`src/rtl/fetch_sequencer.sv`:
```
// Instruction fetch sequencer: walks a program in instruction memory from
// address 0 to last_add and latches each instruction into ir. It honours
// stalls and branches, and halts after the final instruction.
module fetch_sequencer #(
    parameter int unsigned DATA_W = 8,
    parameter int unsigned ADDR_W = 8,
    parameter int unsigned CNT_W  = 16
) (
    input  logic              clk,
    input  logic              reset,
    input  logic              power,
    input  logic [ADDR_W-1:0] last_add,
    input  logic              stall,
    input  logic              branch_en,
    input  logic [ADDR_W-1:0] branch_add,
    input  logic [DATA_W-1:0] mem_data,
    output logic [ADDR_W-1:0] mem_add,
    output logic [DATA_W-1:0] ir,
    output logic              ir_valid,
    output logic              busy,
    output logic              done,
    output logic [CNT_W-1:0]  instr_cnt
);

    typedef enum logic [1:0] {
        S_IDLE  = 2'd0,
        S_FETCH = 2'd1,
        S_LATCH = 2'd2,
        S_HALT  = 2'd3
    } state_t;

    localparam logic [CNT_W-1:0] CNT_MAX = {CNT_W{1'b1}};

    state_t            state_q;
    logic [ADDR_W-1:0] pc_q;
    logic [DATA_W-1:0] ir_q;
    logic              ir_valid_q;
    logic [CNT_W-1:0]  cnt_q;

    // Sequencer FSM with pc, instruction register and retire counter.
    // Dropping power returns to IDLE from any active state. It takes priority
    // over stall and branch, and the instruction in flight is discarded.
    always_ff @(posedge clk or posedge reset) begin
        if (reset) begin
            state_q    <= S_IDLE;
            pc_q       <= '0;
            ir_q       <= '0;
            ir_valid_q <= 1'b0;
            cnt_q      <= '0;
        end else begin
            ir_valid_q <= 1'b0;
            case (state_q)
                S_IDLE: begin
                    pc_q  <= '0;
                    cnt_q <= '0;
                    if (power) begin
                        state_q <= S_FETCH;
                    end
                end
                S_FETCH: begin
                    if (!power) begin
                        state_q <= S_IDLE;
                        pc_q    <= '0;
                        cnt_q   <= '0;
                    end else if (!stall) begin
                        state_q <= S_LATCH;
                    end
                end
                S_LATCH: begin
                    if (!power) begin
                        state_q <= S_IDLE;
                        pc_q    <= '0;
                        cnt_q   <= '0;
                    end else if (!stall) begin
                        ir_q       <= mem_data;
                        ir_valid_q <= 1'b1;
                        if (cnt_q != CNT_MAX) begin
                            cnt_q <= cnt_q + CNT_W'(1);
                        end
                        if (branch_en) begin
                            pc_q    <= branch_add;
                            state_q <= S_FETCH;
                        end else if (pc_q == last_add) begin
                            state_q <= S_HALT;
                        end else begin
                            pc_q    <= pc_q + ADDR_W'(1);
                            state_q <= S_FETCH;
                        end
                    end
                end
                S_HALT: begin
                    if (!power) begin
                        state_q <= S_IDLE;
                        pc_q    <= '0;
                        cnt_q   <= '0;
                    end
                end
                default: begin
                    state_q <= S_IDLE;
                end
            endcase
        end
    end

    // Outputs come straight from registers or from a decode of the state register.
    assign mem_add   = pc_q;
    assign ir        = ir_q;
    assign ir_valid  = ir_valid_q;
    assign instr_cnt = cnt_q;
    assign busy      = (state_q == S_FETCH) || (state_q == S_LATCH);
    assign done      = (state_q == S_HALT);

endmodule

```
`config.mk`:
```
export PLATFORM = sky130hd
export DESIGN_NAME = fetch_sequencer
export DESIGN_NICKNAME = d
export VERILOG_FILES = /design/src/rtl/fetch_sequencer.sv
export SDC_FILE = /design/constraint.sdc
export NUM_CORES = 1
export LEC_CHECK = 0
export CORE_ASPECT_RATIO = 0.7
export CORE_MARGIN = 1.5
export CORE_UTILIZATION = 50
export DETAILED_ROUTE_END_ITERATION = 8
export GPL_TIMING_DRIVEN = 0
export PLACE_DENSITY_LB_ADDON = 0.25
export SLEW_MARGIN = 10
export SYNTH_ARGS = -nofsm -noshare
export SYNTH_HDL_FRONTEND = slang
export SYNTH_SLANG_ARGS = --single-unit
export TNS_END_PERCENT = 5
```
`constraint.sdc`:
```
create_clock -name clk -period 3.5 [get_ports clk]
set_input_delay 0.35 -clock clk [delete_from_list [all_inputs] [get_ports clk]]
set_output_delay 0.35 -clock clk [all_outputs]
set_load 0.01 [all_outputs]
```
==> run_summary.xml <==
<?xml version="1.0" encoding="UTF-8"?>
<metrics>
  <group name="cts">
    <metric name="cts_buffer_depth" unit="">2</metric>
    <metric name="tritoncts.num_buffers" unit="">5</metric>
    <metric name="clkSlewWorstSetupHoldPaths" unit="ps">80</metric>
    <metric name="cts-hold-fix-buffers" unit="">0</metric>
    <metric name="cts_max_level" unit="">2</metric>
    <metric name="clock_tree_from_tritoncts" unit="">built</metric>
    <metric name="cts_num_sinks" unit="">35</metric>
    <metric name="post-cts-setup-buffers" unit="">0</metric>
    <metric name="cts-resized-gates" unit="">0</metric>
    <metric name="clockRootBuffer" unit="">clkbuf_8</metric>
    <metric name="insertion_delay" unit="ps">290</metric>
  </group>
  <group name="logic_synthesis">
    <metric name="area_share_of_the_leading_cell_type_in_the_synthesized_netlist" unit="%">42.6</metric>
    <metric name="yosys-top-cells-count" unit="">dfrtp_1, nand2_1, nor2_1, o21ai_0, xnor2_1</metric>
    <metric name="syn-cell-area" unit="sq um">2060</metric>
    <metric name="synth_enable_flop_cells" unit="">0</metric>
    <metric name="synth_cells" unit="">214</metric>
    <metric name="yosysTopAreaCell" unit="">dfrtp_1</metric>
    <metric name="ys_seq_area_share" unit="%">42.6</metric>
    <metric name="asyncSetResetFlopFracSynth" unit="%">100</metric>
    <metric name="post_synth_main_area_contributors" unit="">dfrtp_1, xnor2_1, mux2_2</metric>
    <metric name="count_of_state_elements_after_synthesis" unit="">35</metric>
    <metric name="synthMostInstantiatedCell" unit="">dfrtp_1</metric>
    <metric name="synth.net_count" unit="">250</metric>
    <metric name="synth-warning-count" unit="">0</metric>
    <metric name="yosys.cell_types.count" unit="">48</metric>
    <metric name="main_flop_type_after_synthesis" unit="">dfrtp_1</metric>
    <metric name="syn_avg_cell_area" unit="sq um">9.62</metric>
  </group>
  <group name="worst_hold_path">
    <metric name="hold_path.startpoint" unit="">power</metric>
    <metric name="min-delay-path-class" unit="">input pin to flip-flop</metric>
    <metric name="timing.hold.worst_path_depth" unit="">3</metric>
    <metric name="whs_endpoint" unit="">state_q[1]</metric>
  </group>
  <group name="placed_design">
    <metric name="gp_congestion" unit="">0.938</metric>
    <metric name="place.port_buffers" unit="">62</metric>
    <metric name="dp_hpwl" unit="um">3820</metric>
    <metric name="placed_cells" unit="">328</metric>
  </group>
  <group name="power">
    <metric name="design_power_total" unit="mW">1.29</metric>
    <metric name="power-per-cell-area" unit="nW/um^2">452</metric>
    <metric name="vdd_ir_drop_max" unit="uV">362</metric>
    <metric name="leakage_component_of_the_power" unit="nW">1.16</metric>
  </group>
  <group name="route">
    <metric name="detailedRoute.firstPassIterationCount" unit="">6</metric>
    <metric name="route.detailed.vias_per_inst" unit="">5.87</metric>
    <metric name="drt_drc_violations_left" unit="">0</metric>
    <metric name="antenna_violating_nets_post_route" unit="">0</metric>
    <metric name="via_count" unit="">1971</metric>
    <metric name="drt_first_iter_violations" unit="">177</metric>
    <metric name="wl_per_cell" unit="um">15.6</metric>
    <metric name="finalWirelength" unit="um">5230</metric>
  </group>
  <group name="floorplanning">
    <metric name="width_of_the_die" unit="um">79.7</metric>
    <metric name="number_of_placed_i_o_pins" unit="">64</metric>
    <metric name="placementRows" unit="">19</metric>
    <metric name="die_height" unit="um">56.7</metric>
    <metric name="core_area" unit="sq um">3920</metric>
    <metric name="initial_utilization" unit="%">52.5</metric>
    <metric name="die_area" unit="sq um">4520</metric>
  </group>
  <group name="timing">
    <metric name="tns" unit="ps">0</metric>
    <metric name="rsz0062_at_grt" unit="">no</metric>
    <metric name="final_period_demand_of_the_worst_path" unit="ps">2280</metric>
    <metric name="finalHoldWorstSlack" unit="ps">451</metric>
    <metric name="slew_violations" unit="">0</metric>
    <metric name="finalSetupViolCount" unit="">0</metric>
    <metric name="worst_margin_slew" unit="ps">721</metric>
    <metric name="finalCritPeriodShare" unit="%">65.0</metric>
    <metric name="max_freq" unit="MHz">439</metric>
    <metric name="max_slew_margin" unit="%">51.9</metric>
    <metric name="hold_viol_final" unit="">0</metric>
    <metric name="skew" unit="ps">7.39</metric>
  </group>
  <group name="cells_and_area">
    <metric name="layout-drive-gt1-share" unit="%">10.9</metric>
    <metric name="fin_nets" unit="">319</metric>
    <metric name="flow.area_growth_from_synthesis" unit="%">39.0</metric>
    <metric name="post_layout_nonfiller_instances" unit="">336</metric>
    <metric name="n_antenna_cell" unit="">0</metric>
    <metric name="num-fill-cells" unit="">314</metric>
    <metric name="seqCellArea" unit="sq um">876</metric>
    <metric name="layout.core_utilization" unit="%">73.0</metric>
    <metric name="multi_input_comb_area" unit="sq um">1120</metric>
  </group>
  <group name="setup_path">
    <metric name="path_class" unit="">flip-flop to flip-flop</metric>
    <metric name="r2r-start" unit="">state_q[0]</metric>
    <metric name="endpoint_of_the_worst_register_to_register_path" unit="">instr_cnt[6]</metric>
    <metric name="path_common_cell" unit="">nor2_1</metric>
    <metric name="worstSetupStartpointType" unit="">flip-flop</metric>
    <metric name="cells_traversed_along_the_worst_timing_path" unit="">inv_1 &gt; ha_1 &gt; a21o_2 &gt; and2_0 &gt; nor2_1 &gt; nor2_1 &gt; a31o_1</metric>
    <metric name="cell_with_the_biggest_individual_delay_on_the_critical_path" unit="">nor2_1</metric>
    <metric name="timing.critical_path.to_type" unit="">flip-flop</metric>
    <metric name="arrival" unit="ps">2460</metric>
    <metric name="worst-r2r-cell-count" unit="">7</metric>
    <metric name="cpPeakStageDelay" unit="ps">560</metric>
    <metric name="worst_r2r_setup_slack" unit="ps">1220</metric>
    <metric name="critical_path_required" unit="ps">3690</metric>
    <metric name="crit_fanout" unit="">8</metric>
  </group>
  <group name="outcome">
    <metric name="status" unit="">complete, no violations</metric>
  </group>
  <group name="global_routing">
    <metric name="track_usage" unit="%">26.3</metric>
    <metric name="antenna_found_initial" unit="">0</metric>
    <metric name="grt_pass1_wl" unit="um">8980</metric>
    <metric name="grt_start_max_net_pins" unit="">36</metric>
    <metric name="grt_pass1_vias" unit="">1883</metric>
    <metric name="grt_overflow" unit="">0</metric>
  </group>
  <group name="job">
    <metric name="max_cap_violations" unit="">0</metric>
  </group>
</metrics>
## cells by family after synthesis
group | after synthesis | share of synthesized area [%]
compound gates | 52 | 16.5
fa+ha+maj | 7 | 4.26
xor+xnor | 15 | 6.38
buf+inv | 12 | 2.98
simple gates | 83 | 21.9
mux | 10 | 5.35
flops | 35 | 42.6
## worst max-delay path by stage
| stage | from | endpoint | slack, ps |
|---|---|---|---|
| 3_5_place_dp | stall | instr_cnt[6] | 1170 |
| 4_1_cts | state_q[0] | instr_cnt[6] | 1230 |
| 2_1_floorplan | state_q[0] | instr_cnt[6] | 1610 |
| 6_report | state_q[0] | instr_cnt[6] | 1220 |
| 3_3_place_gp | stall | instr_cnt[6] | 1230 |
| 5_1_grt | state_q[0] | mem_add[1] | 990 |
## cell usage in the layout, fill, tap and decap left out, types with 5 or more instances in the layout
cell type and count:
xnor2_1 15, dfrtp_1 35, nor4_1 5, clkbuf_8 6, nor3_1 5, nor2_1 19, o31ai_1 9, o21ai_0 16
nand4_1 7, nand2_1 21, inv_1 5, a21oi_1 9, clkdlybuf4s50_1 62, mux2_2 8, ha_1 7
## state kept, by name, summed over array words and instances, names as in the netlist
name and count:
instr_cnt 16, ir 8, mem_add 8, state_q 2, ir_valid 1
## critical path, delay by kind of cell, from the launching register on
| family | cells | cell delay [ps] |
|---|---|---|
| flip-flops | 1 | 410 |
| buffers and inverters | 1 | 130 |
| AND/OR/NAND/NOR | 3 | 920 |
| adder cells (fa/ha/maj) | 1 | 250 |
| AO/OA/AOI/OAI | 2 | 470 |
## cell type report
class,count,area share [%]
plain buffers,6,1.36
clock buffers,6,2.89
clock inverters,2,1.22
inverters,6,0.787
multi-input cells,167,39.2
flip-flops and latches,35,30.6
well taps,52,2.27
repair buffers,62,21.7
## per-stage QoR
step	instance area, sq um	setup WS, ps
6_report	2860	1220
5_1_grt	2860	985
4_1_cts	2860	1230
3_5_place_dp	2740	1170
3_3_place_gp	2740	1230
2_1_floorplan	2060	1610
## power breakdown
part	total, mW	internal [mW]	switching (mW)
combinational	0.414	0.217	0.196
sequential	0.499	0.458	0.0401
clock	0.381	0.230	0.151
## layer usage
metal | vias to the layer above | global-route usage, % | share of wire, %
li1 | 926 | - | -
met1 | 929 | 36.9 | 46
met2 | 102 | 37.3 | 41
met3 | 14 | 10.1 | 11
met4 | 0 | 8.02 | 1.4
met5 | - | 0 | 0
Power figures use the tool's default switching activity.
